### config.mk
export PLATFORM = sky130hd
export DESIGN_NAME = fpmul_issue_ctrl_flat
export DESIGN_NICKNAME = d
export VERILOG_FILES = /design/src/rtl/fpmul_issue_ctrl_if.sv /design/src/rtl/fpmul_issue_ctrl.sv /design/src/flat_wrapper.sv
export SDC_FILE = /design/constraint.sdc
export NUM_CORES = 1
export LEC_CHECK = 0
export CORE_ASPECT_RATIO = 0.5
export CORE_MARGIN = 2
export CORE_UTILIZATION = 30
export CTS_CLUSTER_DIAMETER = 50
export DETAILED_ROUTE_END_ITERATION = 6
export PLACE_DENSITY = 0.66
export SLEW_MARGIN = 0
export SYNTH_ARGS = -nofsm -noshare
export SYNTH_HDL_FRONTEND = slang
export SYNTH_SLANG_ARGS = --single-unit
### constraint.sdc
create_clock -name clk -period 1.9 [get_ports clk]
set_clock_uncertainty 0.2 [all_clocks]
set_input_delay 0.285 -clock clk [delete_from_list [all_inputs] [get_ports clk]]
set_output_delay 0.285 -clock clk [all_outputs]
set_load 0.01 [all_outputs]
### src/rtl/fpmul_issue_ctrl_if.sv
`default_nettype none
// ============================================================================
// Module      : fpmul_issue_ctrl_if
// Description : Handshake bundle between the FP multiplier issue controller
//               and its requesters, result consumer and multiplier datapath.
// Revision    : 1.0 - initial release
// ============================================================================
interface fpmul_issue_ctrl_if #(
  parameter int NUM_REQ = 2,
  parameter int LAT     = 2,
  parameter int TAG_W   = 5
);
  localparam int C_SEL_W = (NUM_REQ > 1) ? $clog2(NUM_REQ) : 1;

  // Requester side
  logic [NUM_REQ-1:0]       req_valid;
  logic [NUM_REQ*TAG_W-1:0] req_tag;
  logic [NUM_REQ-1:0]       req_ready;
  // Multiplier datapath control
  logic [C_SEL_W-1:0]       mul_sel;
  logic                     mul_en;
  logic [LAT-1:0]           mul_clear;
  // Kill controls
  logic                     flush_i;
  logic [LAT-1:0]           kill_stage_i;
  // Result side
  logic                     res_valid;
  logic                     res_ready;
  logic [C_SEL_W-1:0]       res_id;
  logic [TAG_W-1:0]         res_tag;
  logic                     busy;

  // Environment: requesters, consumer and pipeline killer
  modport master (
    output req_valid, req_tag, flush_i, kill_stage_i, res_ready,
    input  req_ready, mul_sel, mul_en, mul_clear, res_valid, res_id, res_tag, busy
  );

  // Issue controller
  modport slave (
    input  req_valid, req_tag, flush_i, kill_stage_i, res_ready,
    output req_ready, mul_sel, mul_en, mul_clear, res_valid, res_id, res_tag, busy
  );
endinterface
`default_nettype wire

### src/rtl/fpmul_issue_ctrl.sv
`default_nettype none
// ============================================================================
// Module      : fpmul_issue_ctrl
// Description : Round-robin issue controller for a LAT-stage pipelined FP
//               multiplier. Tracks per-stage valid/id/tag, drives the
//               multiplier enable and per-stage clears, and returns results
//               with a valid/ready handshake.
// Revision    : 1.0 - initial release
// ============================================================================
module fpmul_issue_ctrl #(
  parameter int NUM_REQ = 2,
  parameter int LAT     = 2,
  parameter int TAG_W   = 5
) (
  input  logic              clk,
  input  logic              rst,
  fpmul_issue_ctrl_if.slave bus
);
  localparam int C_SEL_W = (NUM_REQ > 1) ? $clog2(NUM_REQ) : 1;

  // Pipeline occupancy and per-stage bookkeeping (index 0 = first stage)
  logic [LAT-1:0]     v_q, v_d;
  logic [C_SEL_W-1:0] id_q  [LAT];
  logic [C_SEL_W-1:0] id_d  [LAT];
  logic [TAG_W-1:0]   tag_q [LAT];
  logic [TAG_W-1:0]   tag_d [LAT];
  logic [C_SEL_W-1:0] ptr_q, ptr_d;
  logic [C_SEL_W-1:0] sel_q, sel_d;

  logic               w_mul_en;
  logic               w_grant_any;
  logic [C_SEL_W-1:0] w_gnt_idx;
  logic [C_SEL_W:0]   w_sum;
  logic [C_SEL_W-1:0] w_cand;
  logic [TAG_W-1:0]   w_req_tag [NUM_REQ];
  logic [LAT-1:0]     w_mul_clear;

  for (genvar gi = 0; gi < NUM_REQ; gi++) begin : g_unpack_tag
    assign w_req_tag[gi] = bus.req_tag[gi*TAG_W +: TAG_W];
  end

  // The whole pipe freezes while an unaccepted result sits in the last stage
  assign w_mul_en      = !(v_q[LAT-1] && !bus.res_ready);
  assign bus.mul_en    = w_mul_en;
  assign bus.res_valid = v_q[LAT-1] && !bus.kill_stage_i[LAT-1] && !bus.flush_i;
  assign bus.res_id    = id_q[LAT-1];
  assign bus.res_tag   = tag_q[LAT-1];
  assign bus.busy      = |v_q;
  assign bus.mul_clear = w_mul_clear;
  assign bus.req_ready = w_grant_any ? (NUM_REQ'(1) << w_gnt_idx) : '0;
  assign bus.mul_sel   = w_grant_any ? w_gnt_idx : sel_q;

  // Round-robin search starting at ptr, wrapping modulo NUM_REQ
  always_comb begin
    w_grant_any = 1'b0;
    w_gnt_idx   = '0;
    w_sum       = '0;
    w_cand      = '0;
    if (w_mul_en && !bus.flush_i) begin
      for (int j = 0; j < NUM_REQ; j++) begin
        w_sum = {1'b0, ptr_q} + (C_SEL_W+1)'(j);
        if (w_sum >= (C_SEL_W+1)'(NUM_REQ)) begin
          w_sum = w_sum - (C_SEL_W+1)'(NUM_REQ);
        end
        w_cand = w_sum[C_SEL_W-1:0];
        if (!w_grant_any && bus.req_valid[w_cand]) begin
          w_grant_any = 1'b1;
          w_gnt_idx   = w_cand;
        end
      end
    end
  end

  // Next-state for stage tracking, pointer and per-stage clears
  always_comb begin
    v_d         = v_q;
    id_d        = id_q;
    tag_d       = tag_q;
    ptr_d       = ptr_q;
    sel_d       = bus.mul_sel;
    w_mul_clear = '0;
    if (bus.flush_i) begin
      // Flush beats both stall and kill: every stage register is zeroed
      v_d         = '0;
      w_mul_clear = '1;
    end else if (w_mul_en) begin
      v_d[0]   = w_grant_any;
      id_d[0]  = w_gnt_idx;
      tag_d[0] = w_req_tag[w_gnt_idx];
      for (int k = 0; k < LAT-1; k++) begin
        v_d[k+1]   = v_q[k] && !bus.kill_stage_i[k];
        id_d[k+1]  = id_q[k];
        tag_d[k+1] = tag_q[k];
        // A killed op moves into stage k+1, so that register is the one zeroed
        if (bus.kill_stage_i[k]) begin
          w_mul_clear[LAT-2-k] = 1'b1;
        end
      end
      if (w_grant_any) begin
        ptr_d = (w_gnt_idx == C_SEL_W'(NUM_REQ-1)) ? '0 : w_gnt_idx + 1'b1;
      end
    end else begin
      // Stalled: killed ops stay put, so clear their own stage register
      for (int k = 0; k < LAT; k++) begin
        if (bus.kill_stage_i[k]) begin
          v_d[k]             = 1'b0;
          w_mul_clear[LAT-1-k] = 1'b1;
        end
      end
    end
  end

  // State registers with asynchronous reset
  always_ff @(posedge clk or posedge rst) begin
    if (rst) begin
      v_q   <= '0;
      ptr_q <= '0;
      sel_q <= '0;
      for (int k = 0; k < LAT; k++) begin
        id_q[k]  <= '0;
        tag_q[k] <= '0;
      end
    end else begin
      v_q   <= v_d;
      ptr_q <= ptr_d;
      sel_q <= sel_d;
      id_q  <= id_d;
      tag_q <= tag_d;
    end
  end
endmodule
`default_nettype wire

### src/flat_wrapper.sv
// flat-port wrapper written by rule: the top's interface ports become plain ports
module fpmul_issue_ctrl_flat 
#(
  parameter int NUM_REQ = 2,
  parameter int LAT     = 2,
  parameter int TAG_W   = 5
)
  (clk, rst, bus_req_valid, bus_req_tag, bus_flush_i, bus_kill_stage_i, bus_res_ready, bus_req_ready, bus_mul_sel, bus_mul_en, bus_mul_clear, bus_res_valid, bus_res_id, bus_res_tag, bus_busy);
  fpmul_issue_ctrl_if #(.NUM_REQ(NUM_REQ), .LAT(LAT), .TAG_W(TAG_W)) bus_i ();
  input  logic clk;
  input  logic rst;
  input wire logic [$bits(bus_i.req_valid)-1:0] bus_req_valid;
  input wire logic [$bits(bus_i.req_tag)-1:0] bus_req_tag;
  input wire logic [$bits(bus_i.flush_i)-1:0] bus_flush_i;
  input wire logic [$bits(bus_i.kill_stage_i)-1:0] bus_kill_stage_i;
  input wire logic [$bits(bus_i.res_ready)-1:0] bus_res_ready;
  output wire logic [$bits(bus_i.req_ready)-1:0] bus_req_ready;
  output wire logic [$bits(bus_i.mul_sel)-1:0] bus_mul_sel;
  output wire logic [$bits(bus_i.mul_en)-1:0] bus_mul_en;
  output wire logic [$bits(bus_i.mul_clear)-1:0] bus_mul_clear;
  output wire logic [$bits(bus_i.res_valid)-1:0] bus_res_valid;
  output wire logic [$bits(bus_i.res_id)-1:0] bus_res_id;
  output wire logic [$bits(bus_i.res_tag)-1:0] bus_res_tag;
  output wire logic [$bits(bus_i.busy)-1:0] bus_busy;
  assign bus_i.req_valid = bus_req_valid;
  assign bus_i.req_tag = bus_req_tag;
  assign bus_i.flush_i = bus_flush_i;
  assign bus_i.kill_stage_i = bus_kill_stage_i;
  assign bus_i.res_ready = bus_res_ready;
  assign bus_req_ready = bus_i.req_ready;
  assign bus_mul_sel = bus_i.mul_sel;
  assign bus_mul_en = bus_i.mul_en;
  assign bus_mul_clear = bus_i.mul_clear;
  assign bus_res_valid = bus_i.res_valid;
  assign bus_res_id = bus_i.res_id;
  assign bus_res_tag = bus_i.res_tag;
  assign bus_busy = bus_i.busy;
  fpmul_issue_ctrl #(.NUM_REQ(NUM_REQ), .LAT(LAT), .TAG_W(TAG_W)) u_core (.clk(clk), .rst(rst), .bus(bus_i));
endmodule
After elaboration in Yosys (flattened, before gate mapping). Index checks and enable logic that the tools add are counted.

Bits of input ports: 18. Logic and storage cells: 68. Register bits after elaboration: 16. Output and inout port bits: 14.

Order comparisons: 5. Shift operators: 1. Muxes and demuxes: 30. Bitwise logic cells: 3. Equal/unequal tests: 2. Reduce and logical (&&, ||, !) cells: 15. $add $sub $neg: 4.

Operators by type and width (number): $mux 1 (23); $mux 5 (3); $mux 2 (4); $logic_and 1x1->1 (6); $logic_not 1->1 (6); $ne 3x3->1 const B (2); $ge 2x2->1 const B (2); $lt 1x2->1 const B (2); $reduce_and 3->1 (1); $add 1x1->2 const B (1); $ge 1x2->1 const B (1); $not 1->1 (2); $not 1->2 (1); $reduce_and 2->1 (1); $reduce_or 2->1 (1); $shl 1x1->2 const A (1); $sub 1x1->1 const B (2); $add 1x1->1 const B (1).

Depth between registers and ports, before layout. Gate-level depths: netlist of run 1.

Depth in word-level cells: 17. Gate-level depth with buffers: 4. Gate-level depth less buffers: 4.

Least setup slack after synthesis of run 1. No wires, ideal clock.

Kind: register to output. Start point: register u_core.v_q[1]. End point: output bus_mul_sel. Slack: 0.385 ns. Cell stages (with the launch flop): 5. Arrival: 1.030 ns. Data required time: 1.415 ns. Buffers on the path: 0. Cell sequence: dfrtp_1 -> nor2b_4 -> inv_1 -> a31oi_1 -> a31oi_1.

Word-level cells in the longest chain between the ends: 5. Elaborated cells on any way between the ends: 6. Classes of those cells: 3 x mux; 3 x reduce/logical.

Ends and longest elaborated chain: start, declared (RTL line fpmul_issue_ctrl.sv:22) `logic [LAT-1:0] v_q, v_d;`; start signal, assigned (RTL line fpmul_issue_ctrl.sv:124) `v_q <= v_d;`; $logic_and 1x1->1 * (RTL line fpmul_issue_ctrl.sv:43) `assign w_mul_en = !(v_q[LAT-1] && !bus.res_ready);`; $logic_not 1->1 * (RTL line fpmul_issue_ctrl.sv:43); net bus_mul_en (RTL line flat_wrapper.sv:19) `output wire logic [$bits(bus_i.mul_en)-1:0] bus_mul_en;`; $logic_and 1x1->1 * (RTL line fpmul_issue_ctrl.sv:59) `if (w_mul_en && !bus.flush_i) begin`; $mux 1 (RTL line fpmul_issue_ctrl.sv:59); $mux 1 * (RTL line fpmul_issue_ctrl.sv:51) `assign bus.mul_sel = w_grant_any ? w_gnt_idx : sel_q;`; end, declared (RTL line flat_wrapper.sv:18) `output wire logic [$bits(bus_i.mul_sel)-1:0] bus_mul_sel;`.

The timed path passes the listed nets; every way through them passes the cells marked *.

Worst setup path in the final report of run 1.
Start point: register u_core.v_q[1]. End point: output bus_busy.

Word-level cells in the longest chain between the ends: 1.

Ends and longest elaborated chain: $reduce_or 2->1 (RTL line fpmul_issue_ctrl.sv:48) `assign bus.busy = |v_q;`; end, declared (RTL line flat_wrapper.sv:24) `output wire logic [$bits(bus_i.busy)-1:0] bus_busy;`.

No other way between the ends.

==> results of run 1 <==
-- per-layer routing --
metal | vias up | GRT usage [%] | share of wire (%)
li1 | 358 | - | -
met1 | 332 | 16.28 | 49
met2 | 11 | 18.98 | 47
met3 | 0 | 4.783 | 3.6
met4 | 0 | 5.172 | 0
met5 | - | 0 | 0
-- worst reg2reg max path: cells and delay by family, from the launching register on --
kind | cells | cell delay [ns]
AOI/OAI and AO/OA | 2 | 0.56
DFF | 1 | 0.40
and+or+nand+nor | 1 | 0.17
buffers and inverters | 1 | 0.17
-- power groups by stage --
stage / Sequential (mW) / Combinational (mW) / Clock, mW
after CTS: 0.420 / 0.271 / 0.306
after global placement: 0.426 / 0.275 / 0
after floorplan: 0.422 / 0.162 / 0
after global routing: 0.426 / 0.290 / 0.323
final: 0.420 / 0.265 / 0.300
after detailed placement: 0.426 / 0.278 / 0
-- worst paths after layout --
check                                                        from                                 to  slack, ns  cells after the start
worst min-delay path                                          rst  u_core.bus.res_tag[4]$_DFFE_PP0P_       0.13                      3
worst max-delay path                    u_core.v_q[1]$_DFFE_PP0P_                           bus_busy        0.1                      3
min in group clk                                 bus_req_valid[1]         u_core.id_q[1]$_DFFE_PP0P_       0.23                      3
worst min register to register  u_core.bus.res_tag[2]$_DFFE_PP0P_  u_core.bus.res_tag[2]$_DFFE_PP0P_       0.30                      1
worst max register to register           u_core.ptr_q$_DFFE_PP0P_        u_core.tag_q[6]$_DFFE_PP0P_       0.30                      4
max in group asynchronous                                     rst  u_core.bus.res_tag[3]$_DFFE_PP0P_       1.19                      3
-- synthesized netlist by cell type --
| library cell | count |
|---|---|
| a21boi_0 | 5 |
| a21oi_1 | 1 |
| a311o_1 | 4 |
| a311o_2 | 1 |
| a31oi_1 | 4 |
| and3_1 | 1 |
| buf_2 | 1 |
| buf_4 | 6 |
| buf_6 | 3 |
| dfrtp_1 | 16 |
| inv_1 | 3 |
| mux2_2 | 6 |
| nand2_1 | 6 |
| nand2b_1 | 2 |
| nor2_1 | 5 |
| nor2b_1 | 1 |
| nor2b_4 | 1 |
| nor3_1 | 2 |
| nor3b_1 | 1 |
| o21ai_0 | 3 |
| o22a_1 | 5 |
| or2_2 | 1 |
-- flip-flops by register name (all words and copies together) (netlist names) --
signal	flops
u_core.bus.res_tag	5
u_core.tag_q	5
u_core.v_q	2
u_core.bus.res_id	1
u_core.id_q	1
u_core.ptr_q	1
u_core.sel_q	1
-- cell families after synthesis --
kind of cell | Yosys count
AO/OA/AOI/OAI | 23
multiplexers | 6
buffers and inverters | 13
AND/OR/NAND/NOR | 20
flip-flops | 16
-- metrics by stage --
stage / total power, mW / area [um2] / cells
detailed placement: 0.7038 / 1230 / 151
global route: 1.039 / 1275 / 155
global placement: 0.7002 / 1230 / 151
CTS: 0.9968 / 1281 / 155
floorplan: 0.5837 / 844.6 / 78
finish: 0.9850 / 1275 / 155
-- area by class of cell --
| cell class | count | area (um2) | share of cell area (%) |
|---|---|---|---|
| clock buffers | 4 | 55.05 | 4.318 |
| inverters | 3 | 11.26 | 0.8832 |
| multi-input cells | 49 | 356.6 | 27.97 |
| flip-flops and latches | 16 | 400.4 | 31.40 |
| well taps | 37 | 46.29 | 3.631 |
| repair buffers | 46 | 405.4 | 31.80 |
==> results.sh, run 1 <==
export IMPL_vdd_drop_max_v=0.0002391
export IMPL_gp_routability_congestion=0.8097
export IMPL_grt_first_pass_wirelength_um=3187
export IMPL_seq_power_share_pct=42.6
export IMPL_layout_worst_path_cycle_share_pct=94.82
export IMPL_synth_top_area_share_pct=47.41
export IMPL_crit_path_max_fanout=2
export IMPL_slew_headroom_pct=84.46
export IMPL_drt_iter0_markers=23
export IMPL_synthMuxAreaShare_pct=8.000
export IMPL_post_route_drc_count=0
export IMPL_pin_count=32
export IMPL_die_x_um=79.04
export IMPL_preCtsSetupSlack_ns=-0.4558
export IMPL_p_comb_share_pct=26.9
export IMPL_rows=13
export IMPL_yosys_top_cells_area="dfrtp_1 (47%), mux2_2 (8.0%), buf_4 (5.3%)"
export IMPL_status="complete, no violations"
export IMPL_fmax_mhz=555.0
export IMPL_portBuffers=31
export IMPL_grt_pass1_vias=704
export IMPL_grt_max_degree=17
export IMPL_path_clk_slew_ns=0.06
export IMPL_ys_warn_count=0
export IMPL_synthAdderAreaFrac_pct=0
export IMPL_cts_resized=14
export IMPL_nets=137
export IMPL_syn_nets=96
export IMPL_cts_tree="yes"
export IMPL_endpoint_kind="output port"
export IMPL_synth_area_um2=844.6
export IMPL_crit_buf_inv=2
export IMPL_synthSimpleGateAreaFrac_pct=12.30
export IMPL_start_kind="register"
export IMPL_path_class="register to output port"
export IMPL_synth_compound_area_share_pct=21.04
export IMPL_worst_ep_arrival_time_ns=1.32
export IMPL_setup_viol=0
export IMPL_p_leak_nw=0.5661
export IMPL_die_h_um=41.52
export IMPL_critical_path_top_delay_family="buffers and inverters"
export IMPL_hpwl_um=1359
export IMPL_synth_cell_types=22
export IMPL_power_switching_uw=246.0
export IMPL_mostFrequentLayoutCells="clkdlybuf4s50_1 (20), dfrtp_1 (16), buf_4 (15)"
export IMPL_clock_path_buffers=2
export IMPL_cp_slowest_cell="dfrtp_1"
export IMPL_hold_violations=0
export IMPL_cp_cell_sequence="buf_4 > or2_2 > dlygate4sd2_1"
export IMPL_report_final_slew_viol_count=0
export IMPL_rsz0062_at_grt="no"
export IMPL_final_min_clock_period_ns=1.802
export IMPL_syn_area_per_cell_um2=10.83
export IMPL_fin_util_pct=48.39
export IMPL_num_vias=701
export IMPL_setup_ws_ns=0.09834
export IMPL_via_per_inst=4.523
export IMPL_yosysTopAreaCell="dfrtp_1"
export IMPL_p_int_uw=739.0
export IMPL_ys_ff_latch=16
export IMPL_synth_top_family_by_area="compound AO/OA/AOI/OAI gates"
export IMPL_antenna_found_initial=0
export IMPL_worst_hold_slack_ns=0.1305
export IMPL_tightest_slew_ns=0.2332
export IMPL_clock_sinks=16
export IMPL_synth_xor_area_share_pct=0
export IMPL_initial_core_util_pct=32.05
export IMPL_dieArea_um2=3282
export IMPL_holdBufCountCts=0
export IMPL_grt_util_all_layers_pct=12.58
export IMPL_antenna_cells=0
export IMPL_synth_seq_area_share_pct=47.41
export IMPL_fillers=250
export IMPL_sw_frac_of_total_pct=24.97
export IMPL_setup_tns_ns=0
export IMPL_cp_data_required_time_ns=1.41
export IMPL_wl_per_cell_um=11.69
export IMPL_grt_ovfl_total=0
export IMPL_dr_pass1_iters=4
export IMPL_wirelength_um=1812
export IMPL_fp_coreArea_um2=2635
export IMPL_power_share_clock_pct=30.5
export IMPL_cap_violations=0
export IMPL_hp_class="input pin to async pin"
export IMPL_layout_commonest_cell="clkdlybuf4s50_1"
export IMPL_insertion_delay_ns=0.25
export IMPL_layout_drive_gt1_share_pct=27.12
export IMPL_p_per_area_nw_per_um2=772.5
export IMPL_post_cts_setup_buffer_count=0
export IMPL_root_buffer="clkbuf_8"
export IMPL_postSynthCellCount=78
export IMPL_cts_made_buffers=3
export IMPL_htreeDepth=1
export IMPL_slowest_delay_ns=0.37
export IMPL_layout_area_overhead_vs_synth_pct=50.96
export IMPL_postRouteAntennaNets=0
Power figures use the tool's default switching activity.
==> inputs of run 2 (changes only) <==
--- a/config.mk
+++ b/config.mk
@@ -11,6 +11,7 @@
 export CTS_CLUSTER_DIAMETER = 50
 export DETAILED_ROUTE_END_ITERATION = 6
 export PLACE_DENSITY = 0.66
+export SKIP_LAST_GASP = 1
 export SLEW_MARGIN = 0
 export SYNTH_ARGS = -nofsm -noshare
 export SYNTH_HDL_FRONTEND = slang
==> results of run 2 <==
The final DEF is identical to that of run 1; final timing and power are the same.
